<file path="config.mk">
export PLATFORM = sky130hd
export DESIGN_NAME = ahb_job_slave
export DESIGN_NICKNAME = d
export VERILOG_FILES = /design/src/rtl/ahb_job_slave.sv
export SDC_FILE = /design/constraint.sdc
export NUM_CORES = 1
export LEC_CHECK = 0
export CAP_MARGIN = 5
export CORE_AREA = 2 2 213 215
export CTS_CLUSTER_DIAMETER = 30
export DETAILED_ROUTE_END_ITERATION = 8
export DIE_AREA = 0 0 215 217
export GPL_ROUTABILITY_DRIVEN = 0
export GPL_TIMING_DRIVEN = 0
export PLACE_DENSITY_LB_ADDON = 0.05
export SYNTH_ARGS = -nofsm -noshare
export SYNTH_HDL_FRONTEND = slang
export SYNTH_SLANG_ARGS = --single-unit
</file>
<file path="constraint.sdc">
create_clock -name clk -period 5.04 [get_ports clk]
set_input_delay 0.504 -clock clk [delete_from_list [all_inputs] [get_ports clk]]
set_output_delay 0.504 -clock clk [all_outputs]
set_load 0.01 [all_outputs]
</file>
<file path="src/rtl/ahb_job_slave.sv">
// AHB-Lite register slave that stages RC4 image jobs, queues them for the MCU,
// and tracks job completion/failure with a status word and a one-cycle irq.
module ahb_job_slave #(
  parameter int DEPTH   = 4,
  parameter int KEY_W   = 32,
  parameter int DIM_W   = 12,
  parameter int SADDR_W = 20
) (
  input  logic               clk,
  input  logic               rst,
  input  logic               HSEL,
  input  logic [31:0]        HADDR,
  input  logic [1:0]         HTRANS,
  input  logic               HWRITE,
  input  logic [2:0]         HSIZE,
  input  logic [31:0]        HWDATA,
  input  logic               HREADY,
  output logic               HREADYOUT,
  output logic               HRESP,
  output logic [31:0]        HRDATA,
  output logic               job_valid,
  input  logic               job_ready,
  output logic [SADDR_W-1:0] job_saddr,
  output logic [KEY_W-1:0]   job_key,
  output logic [DIM_W-1:0]   job_width,
  output logic [DIM_W-1:0]   job_height,
  input  logic               process_complete,
  input  logic               error,
  output logic               irq
);

  localparam int PTR_W = $clog2(DEPTH);
  localparam int CNT_W = $clog2(DEPTH + 1);

  localparam logic [2:0] OFF_SADDR  = 3'd0;
  localparam logic [2:0] OFF_KEY    = 3'd1;
  localparam logic [2:0] OFF_WIDTH  = 3'd2;
  localparam logic [2:0] OFF_HEIGHT = 3'd3;
  localparam logic [2:0] OFF_CTRL   = 3'd4;
  localparam logic [2:0] OFF_STATUS = 3'd5;

  typedef struct packed {
    logic [SADDR_W-1:0] saddr;
    logic [KEY_W-1:0]   key;
    logic [DIM_W-1:0]   width;
    logic [DIM_W-1:0]   height;
  } job_t;

  // The first ERROR cycle is combinational from the data phase; only the
  // second cycle needs remembering.
  typedef enum logic {ST_OK, ST_ERR2} state_e;

  state_e             state_q, state_d;
  logic               dphase_q, dwr_q;
  logic [2:0]         doff_q, dsize_q;
  logic [SADDR_W-1:0] saddr_q;
  logic [KEY_W-1:0]   key_q;
  logic [DIM_W-1:0]   width_q, height_q;
  job_t               mem_q [DEPTH];
  job_t               head;
  logic [PTR_W-1:0]   wr_ptr_q, rd_ptr_q;
  logic [CNT_W-1:0]   count_q, count_d;
  logic               busy_q, err_sticky_q, irq_q;
  logic [7:0]         done_cnt_q;

  logic bad, err_now, wr_ok, rd_ok, push, pop, clr, done, full;
  logic unused_ok;

  assign unused_ok = ^{HADDR[31:5], HADDR[1:0], HTRANS[0]};

  assign full    = (count_q == CNT_W'(DEPTH));
  assign err_now = dphase_q & bad;
  assign wr_ok   = dphase_q & dwr_q & ~bad;
  assign rd_ok   = dphase_q & ~dwr_q & ~bad;
  assign push    = wr_ok & (doff_q == OFF_CTRL) & HWDATA[0];
  assign clr     = wr_ok & (doff_q == OFF_CTRL) & HWDATA[1];
  assign pop     = job_valid & job_ready;
  assign done    = busy_q & (process_complete | error);
  assign count_d = count_q + CNT_W'(push) - CNT_W'(pop);

  always_comb begin
    bad = 1'b0;
    if (dsize_q != 3'b010)                                   bad = 1'b1;
    if (doff_q > OFF_STATUS)                                 bad = 1'b1;
    if (dwr_q && doff_q == OFF_STATUS)                       bad = 1'b1;
    if (dwr_q && doff_q == OFF_CTRL && HWDATA[0] && full)    bad = 1'b1;
  end

  always_comb begin
    state_d   = ST_OK;
    HREADYOUT = 1'b1;
    HRESP     = (state_q == ST_ERR2);
    if (err_now) begin
      HREADYOUT = 1'b0;
      HRESP     = 1'b1;
      state_d   = ST_ERR2;
    end
  end

  always_comb begin
    HRDATA = 32'd0;
    if (rd_ok) begin
      case (doff_q)
        OFF_SADDR:  HRDATA = 32'(saddr_q);
        OFF_KEY:    HRDATA = 32'(key_q);
        OFF_WIDTH:  HRDATA = 32'(width_q);
        OFF_HEIGHT: HRDATA = 32'(height_q);
        OFF_STATUS: HRDATA = {8'd0, done_cnt_q, 8'(count_q), 6'd0, err_sticky_q, busy_q};
        default:    HRDATA = 32'd0;
      endcase
    end
  end

  assign head       = mem_q[rd_ptr_q];
  assign job_valid  = (count_q != '0) & ~busy_q;
  assign job_saddr  = head.saddr;
  assign job_key    = head.key;
  assign job_width  = head.width;
  assign job_height = head.height;
  assign irq        = irq_q;

  always_ff @(posedge clk) begin
    if (rst) begin
      state_q      <= ST_OK;
      dphase_q     <= 1'b0;
      dwr_q        <= 1'b0;
      doff_q       <= '0;
      dsize_q      <= '0;
      saddr_q      <= '0;
      key_q        <= '0;
      width_q      <= '0;
      height_q     <= '0;
      for (int i = 0; i < DEPTH; i++) mem_q[i] <= '0;
      wr_ptr_q     <= '0;
      rd_ptr_q     <= '0;
      count_q      <= '0;
      busy_q       <= 1'b0;
      done_cnt_q   <= '0;
      err_sticky_q <= 1'b0;
      irq_q        <= 1'b0;
    end else begin
      state_q  <= state_d;
      // HREADY is low during the first ERROR cycle, so nothing is captured there.
      dphase_q <= HSEL & HTRANS[1] & HREADY;
      if (HSEL & HTRANS[1] & HREADY) begin
        dwr_q   <= HWRITE;
        doff_q  <= HADDR[4:2];
        dsize_q <= HSIZE;
      end
      if (wr_ok) begin
        case (doff_q)
          OFF_SADDR:  saddr_q  <= HWDATA[SADDR_W-1:0];
          OFF_KEY:    key_q    <= HWDATA[KEY_W-1:0];
          OFF_WIDTH:  width_q  <= HWDATA[DIM_W-1:0];
          OFF_HEIGHT: height_q <= HWDATA[DIM_W-1:0];
          default: ;
        endcase
      end
      if (push) begin
        mem_q[wr_ptr_q] <= '{saddr: saddr_q, key: key_q, width: width_q, height: height_q};
        wr_ptr_q        <= wr_ptr_q + PTR_W'(1);
      end
      if (pop) rd_ptr_q <= rd_ptr_q + PTR_W'(1);
      count_q <= count_d;
      if (pop)       busy_q <= 1'b1;
      else if (done) busy_q <= 1'b0;
      if (busy_q & process_complete) done_cnt_q <= done_cnt_q + 8'd1;
      // A failure in the same cycle as a clear must not be lost.
      if (busy_q & error) err_sticky_q <= 1'b1;
      else if (clr)       err_sticky_q <= 1'b0;
      irq_q <= done;
    end
  end

endmodule
</file>
After elaboration in Yosys (flattened, before gate mapping)
Memory sizes are Yosys's and may differ from the RTL's. A register that Yosys moved wholly into a read port is not among the register bits.
Index checks and enable logic that the tools add are counted.
{"block": "totals", "reg_bits": 103, "mem_bits_rw": 304, "input_bits": 77, "mem_count": 1}
{"block": "classes", "n_addsub": 5, "order_cmp": 1, "n_eq_ne": 7, "muxes": 23, "bitwise": 19, "reduce_logical": 13}
{"name": "mem_q", "depth": 4, "word_bits": 76, "rd": 1, "rd_clocked_by_memory_dff": 1, "wr": 4, "line_no": "59", "text": "job_t mem_q [DEPTH];"}
{"operator": "case mux 32 bit (5 select lines)", "count": 1}
{"operator": "2-to-1 mux 76 bit", "count": 1}
{"operator": "OR reduction 76 bit", "count": 1}
{"operator": "2-to-1 mux 32 bit", "count": 1}
{"operator": "2-to-1 mux 1 bit", "count": 17}
{"operator": "AND 1 bit", "count": 15}
{"operator": "equality test 3 bit (second input constant)", "count": 3}
{"operator": "adder 8 x 1 -> 8 bit (second input constant)", "count": 1}
{"operator": "AND reduction 2 bit", "count": 4}
{"operator": "equality test 3 x 2 -> 1 bit (second input constant)", "count": 2}
{"operator": "2-to-1 mux 2 bit", "count": 3}
{"operator": "adder 2 x 1 -> 2 bit (second input constant)", "count": 2}
{"operator": "logical AND 1 bit", "count": 4}
{"operator": "nonzero test 2 bit", "count": 2}
{"operator": "adder 3 x 1 -> 3 bit", "count": 1}
{"operator": "equality test 3 x 1 -> 1 bit (second input constant)", "count": 1}
{"operator": "> comparator 3 bit (second input constant)", "count": 1}
{"operator": "zero test 3 bit", "count": 1}
{"operator": "inequality test 3 x 2 -> 1 bit (second input constant)", "count": 1}
{"operator": "inverter 1 bit", "count": 3}
{"operator": "nonzero test 3 bit", "count": 1}
{"operator": "subtractor 3 x 1 -> 3 bit", "count": 1}
{"operator": "OR 1 bit", "count": 1}

Logic depth before layout (Yosys ltp)
Gate-level depths: netlist (run 1).
{"block": "depth", "depth_word": 14, "mapped_depth": 12}

Worst setup path after synthesis (run 1)
No wires, ideal clock.
{"block": "synth_timing", "kind": "in2reg", "from": "input port HWDATA[0]", "to": "memory mem_q[1][0] (netlist bit) (enable)", "t_arrival_ns": 3.132, "required_time_ns": 4.593, "path_slack_ns": 1.461, "stages": 6, "path_buffers": 2, "cell_sequence": "and4bb_1 -> nand4_1 -> buf_2 -> or3_1 -> buf_2 -> nand2b_1"}
{"item": "start, declared", "line_no": "16", "text": "input logic [31:0] HWDATA,"}
{"item": "end, declared", "line_no": "59"}

==> results of run 1 <==
power by group through the flow:
stage | Clock (W) | Combinational, W | Sequential [W]
6_report | 0.00631 | 0.00149 | 0.00377
5_1_grt | 0.00657 | 0.00160 | 0.00378
4_1_cts | 0.00639 | 0.00153 | 0.00378
3_5_place_dp | 0 | 0.00152 | 0.00383
3_3_place_gp | 0 | 0.00152 | 0.00385
2_1_floorplan | 0 | 0.000845 | 0.00382
cell families after synthesis:
family,count (synthesis)
compound gates,30
xor+xnor,10
fa+ha+maj,4
buf+inv,95
flops,409
mux,190
simple gates,534
registers in the layout, summed over array words and instances (netlist names), 3 cells and up, named ones only:
name and cells:
dsize_q 3, height_q 12, saddr_q 20, count_q 3
done_cnt_q 8, mem_q 304, width_q 12, key_q 32
doff_q 3
final timing paths:
path | start | to | slack, ns | depth (start not counted)
setup / recovery | register | job_saddr[17] | 1.12 | 4
setup reg to reg | dwr_q$_SDFFE_PP0P_ | count_q[2]$_SDFF_PP0_ | 1.49 | 12
hold / removal | done_cnt_q[6]$_SDFFE_PP0P_ | done_cnt_q[6]$_SDFFE_PP0P_ | 0.51 | 2
hold reg to reg | done_cnt_q[6]$_SDFFE_PP0P_ | done_cnt_q[6]$_SDFFE_PP0P_ | 0.51 | 2
worst max-delay path: cells and delay by family (launching register included):
kind	cells	cell delay, ns
buf+inv	3	1.91
flops	1	0.44
mux	1	0.44
per-stage QoR:
stage / area (um2) / hold WS, ns / total power [W] / setup TNS [ns] / worst slack [ns]
after floorplan: 17470 / 0.4639 / 0.004668 / 0 / 1.461
after global placement: 19800 / 0.4919 / 0.005365 / -276.68 / -1.226
after detailed placement: 19950 / 0.4939 / 0.005358 / 0 / 1.284
after CTS: 23290 / 0.4861 / 0.01169 / 0 / 1.025
after global routing: 23290 / 0.5199 / 0.01195 / 0 / 0.9887
final: 23290 / 0.5068 / 0.01158 / 0 / 1.118
layout by cell type, fill, tap and decap left out, types with 9 or more instances in the layout:
cell type	n
nor2_1	335
edfxtp_1	304
clkdlybuf4s50_1	157
dfxtp_1	105
mux2i_1	103
nand2b_1	102
clkbuf_16	99
mux4_2	81
clkbuf_1	56
buf_2	31
nor2_2	20
clkinv_2	17
bufinv_16	14
clkinv_1	14
clkinvlp_4	12
o21ai_0	10
nor2_4	10
a21oi_1	9
routing by layer:
metal / wire [um] / GRT usage, % / share of wire, % / vias up
li1: - / - / - / 5133
met1: 22590 / 29.23 / 44 / 5612
met2: 24520 / 36.41 / 48 / 312
met3: 2579 / 4.263 / 5.1 / 73
met4: 1126 / 7.172 / 2.2 / 0
met5: 0 / 0 / 0 / -
layout make-up:
| class | count | area (um2) | area share (%) |
|---|---|---|---|
| repair buffers | 162 | 1689 | 7.253 |
| plain buffers | 87 | 399.1 | 1.714 |
| clock buffers | 114 | 2564 | 11.01 |
| flip-flops and latches | 409 | 11230 | 48.22 |
| clock inverters | 69 | 775.7 | 3.331 |
| inverters | 8 | 30.03 | 0.1289 |
| well taps | 600 | 750.7 | 3.224 |
| multi-input cells | 768 | 5849 | 25.12 |
==> impl_metrics.py, run 1 <==
metrics = {
    "clock_tree": {
        "root_buffer": "clkbuf_16",
        "cts_tree": "done",
        "cts.sink_count": 409,
        "cts-resized-gates": 0,
        "clk_pin_slew_ns": 0.05,
        "clockBufferDepth": 3,
        "clock_latency_ns": 0.61,
        "postCtsSetupBuffers": 0,
        "htree_levels": 3,
        "hold_buffers": 0,
        "cts_buffers": 97,
    },
    "routing": {
        "drc": 0,
        "viasPerCell": 5.020,
        "drt-initial-drc-count": 688,
        "routedWlPerCell_um": 22.92,
        "ant_nets": 0,
        "firstDrtPassIters": 6,
        "vias": 11130,
        "routed_wl_mm": 50.82,
    },
    "power": {
        "switchingPower_w": 0.002712,
        "pwr-share-comb_pct": 12.9,
        "p_seq_share_pct": 32.6,
        "sw_frac_of_total_pct": 23.42,
        "clkPwrFrac_pct": 54.5,
        "ir_worst_vdd_uv": 260.2,
        "p_leak_nw": 8.120,
        "internal_power_w": 0.008866,
        "power_per_cell_area_nw_per_um2": 497.2,
    },
    "timing": {
        "max_freq_ghz": 0.2550,
        "min_period_ns": 3.922,
        "slew_headroom_pct": 31.96,
        "min_period_over_period_pct": 77.81,
        "final_hold_viol_count": 0,
        "worst_pin_slew_ns": 1.021,
        "skew_ns": 0.02308,
        "finalSetupViolCount": 0,
        "slew_viol_final": 0,
        "rsz0062_at_grt": "no",
    },
    "die": {
        "std_cell_rows": 78,
        "die-width_um": 215,
        "die_h_um": 217,
        "core_um2": 44700,
        "initial_core_util_pct": 39.09,
        "dieArea_um2": 46660,
        "ios": 189,
    },
    "yosys": {
        "ys_types": 42,
        "yosys.area.top_type_share_pct": 52.24,
        "synth_compound_area_share_pct": 1.045,
        "synth_mux_area_share_pct": 16.73,
        "synthXorXnorAreaFrac_pct": 0.5013,
        "synth_fa_ha_area_share_pct": 0.3294,
        "ys_seq_elements": 409,
        "yosys.area.top_type": "edfxtp_1",
        "ys_seq_area_share_pct": 64.27,
        "synth_most_common_cell": "nor2_1",
        "synth_top_family_by_area": "multiplexers",
        "syn-cell-area_um2": 17470,
        "synthFlopType": "edfxtp_1",
        "synth_edf_count": 304,
        "ys_async_sr_fraction_pct": 0,
        "synthTopCellsByCount": "335 x nor2_1, 304 x edfxtp_1, 105 x dfxtp_1, 105 x nand2b_1, 103 x mux2i_1",
        "syn_area_per_cell_um2": 13.74,
        "yosys_warnings": 0,
        "synth-simple-area-share_pct": 14.67,
        "synth_fp_nets": 1353,
        "syn_inst": 1272,
        "synth_area_leaders": "edfxtp_1 52%, dfxtp_1 12%, mux4_2 10%",
    },
    "global_route": {
        "grt_pass1_wl_mm": 75.11,
        "grt_overflow": 0,
        "grt_use_total_pct": 21.97,
        "grt_pass1_vias": 11678,
        "antenna_found_initial": 0,
        "grt_max_degree": 51,
    },
    "worst_setup_path": {
        "slowest_stage": "buf_1",
        "slowest_delay_ns": 0.79,
        "critPathKind": "reg2out",
        "critPathMaxFanout": 10,
        "worst_setup_path_end_kind": "output port",
        "cp-start-kind": "register",
        "crit_chain": "buf_1, buf_1, mux4_2, clkdlybuf4s50_1",
        "crit_path_frequent_cell": "buf_1",
        "required_ns": 4.54,
        "worstPathArrival_ns": 3.42,
    },
    "placed_design": {
        "dp_cells": 2034,
        "port-buffer-count": 157,
        "dpl.hpwl_mm": 33.35,
    },
    "worst_hold_path": {
        "hp-class": "reg2reg",
    },
    "layout": {
        "drive_above_1_share_pct": 19.85,
        "layoutNonFillerInstCount": 2217,
        "final_nets": 1614,
        "syn2layout_area_growth_pct": 33.28,
        "fin_util_pct": 52.10,
        "diodes": 0,
        "num-fill-cells": 3997,
    },
    "outcome": {
        "outcome": "finished clean",
    },
    "job": {
        "drv_cap": 0,
    },
}
No activity file was read; power rests on OpenSTA's default activity.
==> run 2, diff against run 1 <==
clock period = 4.1 ns   (was 5.04 ns; I/O delays follow)
==> results of run 2 <==
Same layout as run 1 (identical final DEF). Status: finished clean.
Among the figures that moved: setup slack after placement 1.284 ns -> 0.4381 ns; setup slack after layout 1.118 ns -> 0.2725 ns; hold slack 0.5068 ns -> 0.4179 ns; register-to-register setup slack 1.49 ns -> 0.55 ns; end point of the worst hold path done_cnt_q[6]$_SDFFE_PP0P_ -> key_q[30]$_SDFFE_PP0P_; total power 0.01158 W -> 0.01423 W; worst IR drop on VDD 260.2 uV -> 319.8 uV
==> run 3, diff against run 2 <==
PLACE_DENSITY_LB_ADDON = unset   (was 0.05)
RECOVER_POWER = 100   (was unset)
==> run 3 against run 2 <==
Against the previous run:
- the run now ends with capacitance limit, slew limit left
- clock power fell by 10%
- sequential cell count is the same
- largest cell class unchanged
- highest routed layer unchanged
- combinational power decreased by 5%
- clock skew up 0.0023 ns
- final cell count is 0.90% lower
- critical path depth is the same
- global-route usage down 0.73 points
- count of clock-buffer cells in the layout shrank 9
- utilization decreased by 1.2 points
- register-to-register slack got worse by 0.25 ns
==> impl_metrics.py, run 3 (synthesis results as in run 1) <==
metrics = {
    "outcome": {
        "outcome": "finished, violations left",
        "failed_checks": "capacitance limit, slew limit",
    },
    "die": {
        "std_cell_rows": 78,
        "die_h_um": 217,
        "initial_core_util_pct": 39.09,
        "core_um2": 44700,
        "dieArea_um2": 46660,
        "ios": 189,
        "die-width_um": 215,
    },
    "clock_tree": {
        "cts.sink_count": 409,
        "clk_pin_slew_ns": 0.04,
        "clock_latency_ns": 0.60,
        "cts_buffers": 87,
        "postCtsSetupBuffers": 0,
        "cts_tree": "done",
        "clockBufferDepth": 3,
        "cts-resized-gates": 0,
        "root_buffer": "clkbuf_16",
        "htree_levels": 3,
        "hold_buffers": 0,
    },
    "placed_design": {
        "place_ws_ns": 0.4043,
        "dpl.hpwl_mm": 32.13,
        "post_dp_cell_area_um2": 19950,
        "dp_cells": 2034,
        "port-buffer-count": 157,
    },
    "worst_setup_path": {
        "worst-r2r-setup-slack_ns": 0.30,
        "worst_setup_path_end_kind": "output port",
        "crit_path_frequent_cell": "clkbuf_1",
        "cp-start-kind": "register",
        "crit_family": "buffers and inverters",
        "required_ns": 3.69,
        "r2r-start": "dwr_q$_SDFFE_PP0P_",
        "critPathKind": "reg2out",
        "slowest_stage": "clkbuf_1",
        "cp.buffers_inverters": 3,
        "crit_chain": "clkbuf_1, clkbuf_1, mux4_2, dlygate4sd3_1",
        "slowest_delay_ns": 0.76,
        "critPathMaxFanout": 10,
        "worstPathArrival_ns": 3.49,
        "rr_endpoint": "mem_q[1][71]$_SDFFCE_PN0P_",
        "r2r_cells": 9,
    },
    "timing": {
        "max_freq_ghz": 0.2562,
        "fin_setup_tns_ns": 0,
        "rsz0062_at_grt": "no",
        "finalSetupViolCount": 0,
        "min_period_ns": 3.903,
        "worst_pin_slew_ns": 1.958,
        "slew_headroom_pct": -30.56,
        "whs_ns": 0.4364,
        "slew_viol_final": 30,
        "timing.final.ws_setup_ns": 0.1966,
        "min_period_over_period_pct": 95.20,
        "final_hold_viol_count": 0,
        "skew_ns": 0.02538,
    },
    "layout": {
        "diodes": 0,
        "largest_register": "mem_q",
        "final_common_cell": "nor2_1",
        "reg_top3": "mem_q: 304 flops, key_q: 32 flops, saddr_q: 20 flops",
        "mostFrequentLayoutCells": "337 x nor2_1, 304 x edfxtp_1, 105 x dfxtp_1, 103 x mux2i_1, 103 x nand2b_1",
        "final_nets": 1604,
        "layoutNonFillerInstCount": 2197,
        "syn2layout_area_growth_pct": 30.20,
        "drive_above_1_share_pct": 16.97,
        "largest_register_ffs": 304,
        "num-fill-cells": 3966,
        "fin_area_um2": 22750,
    },
    "routing": {
        "vias": 11254,
        "firstDrtPassIters": 5,
        "ant_nets": 0,
        "viasPerCell": 5.122,
        "routed_wl_mm": 48.82,
        "drc": 0,
        "drt-initial-drc-count": 855,
        "routedWlPerCell_um": 22.22,
    },
    "power": {
        "power_per_cell_area_nw_per_um2": 587.0,
        "p_leak_nw": 7.978,
        "ir_worst_vdd_uv": 327.7,
    },
    "worst_hold_path": {
        "hp-class": "in2reg",
        "hold_depth": 3,
        "worstHoldStart": "HWDATA[14]",
        "worstHoldEndpoint": "key_q[14]$_SDFFE_PP0P_",
    },
    "global_route": {
        "antenna_found_initial": 0,
        "grt_use_total_pct": 21.24,
        "grt_max_degree": 48,
        "grt_overflow": 0,
        "grt_pass1_wl_mm": 73.35,
        "grt_pass1_vias": 11732,
    },
    "job": {
        "drv_cap": 1,
    },
}
==> run 3: cell count changes in the layout (fill, tap and decap cells not counted), sizes merged <==
cell and delta:
bufinv -4, clkinv -4, inv -3, clkbuf +28
buf -37, clkdlybuf4s50 -91, dlygate4sd3 +91
==> run 3: stage by stage <==
step	power, W	utilization, %
2_1_floorplan	0.005738	-
3_3_place_gp	0.006593	44.29
3_5_place_dp	0.006601	44.63
4_1_cts	0.01356	51.24
5_1_grt	0.01377	50.90
6_report	0.01335	50.90
==> run 3: per-layer routing <==
metal	up-vias	share of wire [%]	global-route usage, %
met1	5641	43	29.31
met2	439	48	34.03
met5	-	0	0
li1	5118	-	-
met3	56	7.2	4.361
met4	0	1.9	6.437
==> run 3: worst max-delay path by stage <==
stage	end	depth (start not counted)
2_1_floorplan	mem_q[1][0]$_SDFFCE_PN0P_	6
3_3_place_gp	mem_q[1][2]$_SDFFCE_PN0P_	7
3_5_place_dp	count_q[2]$_SDFF_PP0_	12
4_1_cts	job_key[11]	4
5_1_grt	job_key[19]	4
6_report	job_key[19]	4
==> run 3: area by class of cell <==
type / count / area [um2] / share of cell area, %
buffer: 87 / 337.8 / 1.485
clock buffer: 105 / 2361 / 10.38
clock inverter: 58 / 591.8 / 2.601
inverter: 8 / 30.03 / 0.1320
multi-input combinational: 768 / 5814 / 25.56
sequential: 409 / 11230 / 49.37
tap: 600 / 750.7 / 3.300
timing repair buffer: 162 / 1633 / 7.177
==> run 3: worst reg2reg max path: stages (launching register included) <==
cell and delay, ns:
dfxtp_1 0.30, clkbuf_1 0.36, nand4bb_1 0.25, nand4_1 0.20
clkbuf_1 0.53, or3_1 0.19, clkbuf_1 0.39, clkbuf_1 0.64
clkbuf_2 0.64, nor2_4 0.04
==> run 3: report_power, final <==
| part | switching, W | internal (W) | leakage (nW) | total (W) |
|---|---|---|---|---|
| clock | 0.00225 | 0.00471 | 1.41 | 0.00696 |
| combinational | 0.000852 | 0.000899 | 2.58 | 0.00175 |
| sequential | 0.0000563 | 0.00458 | 3.99 | 0.00464 |
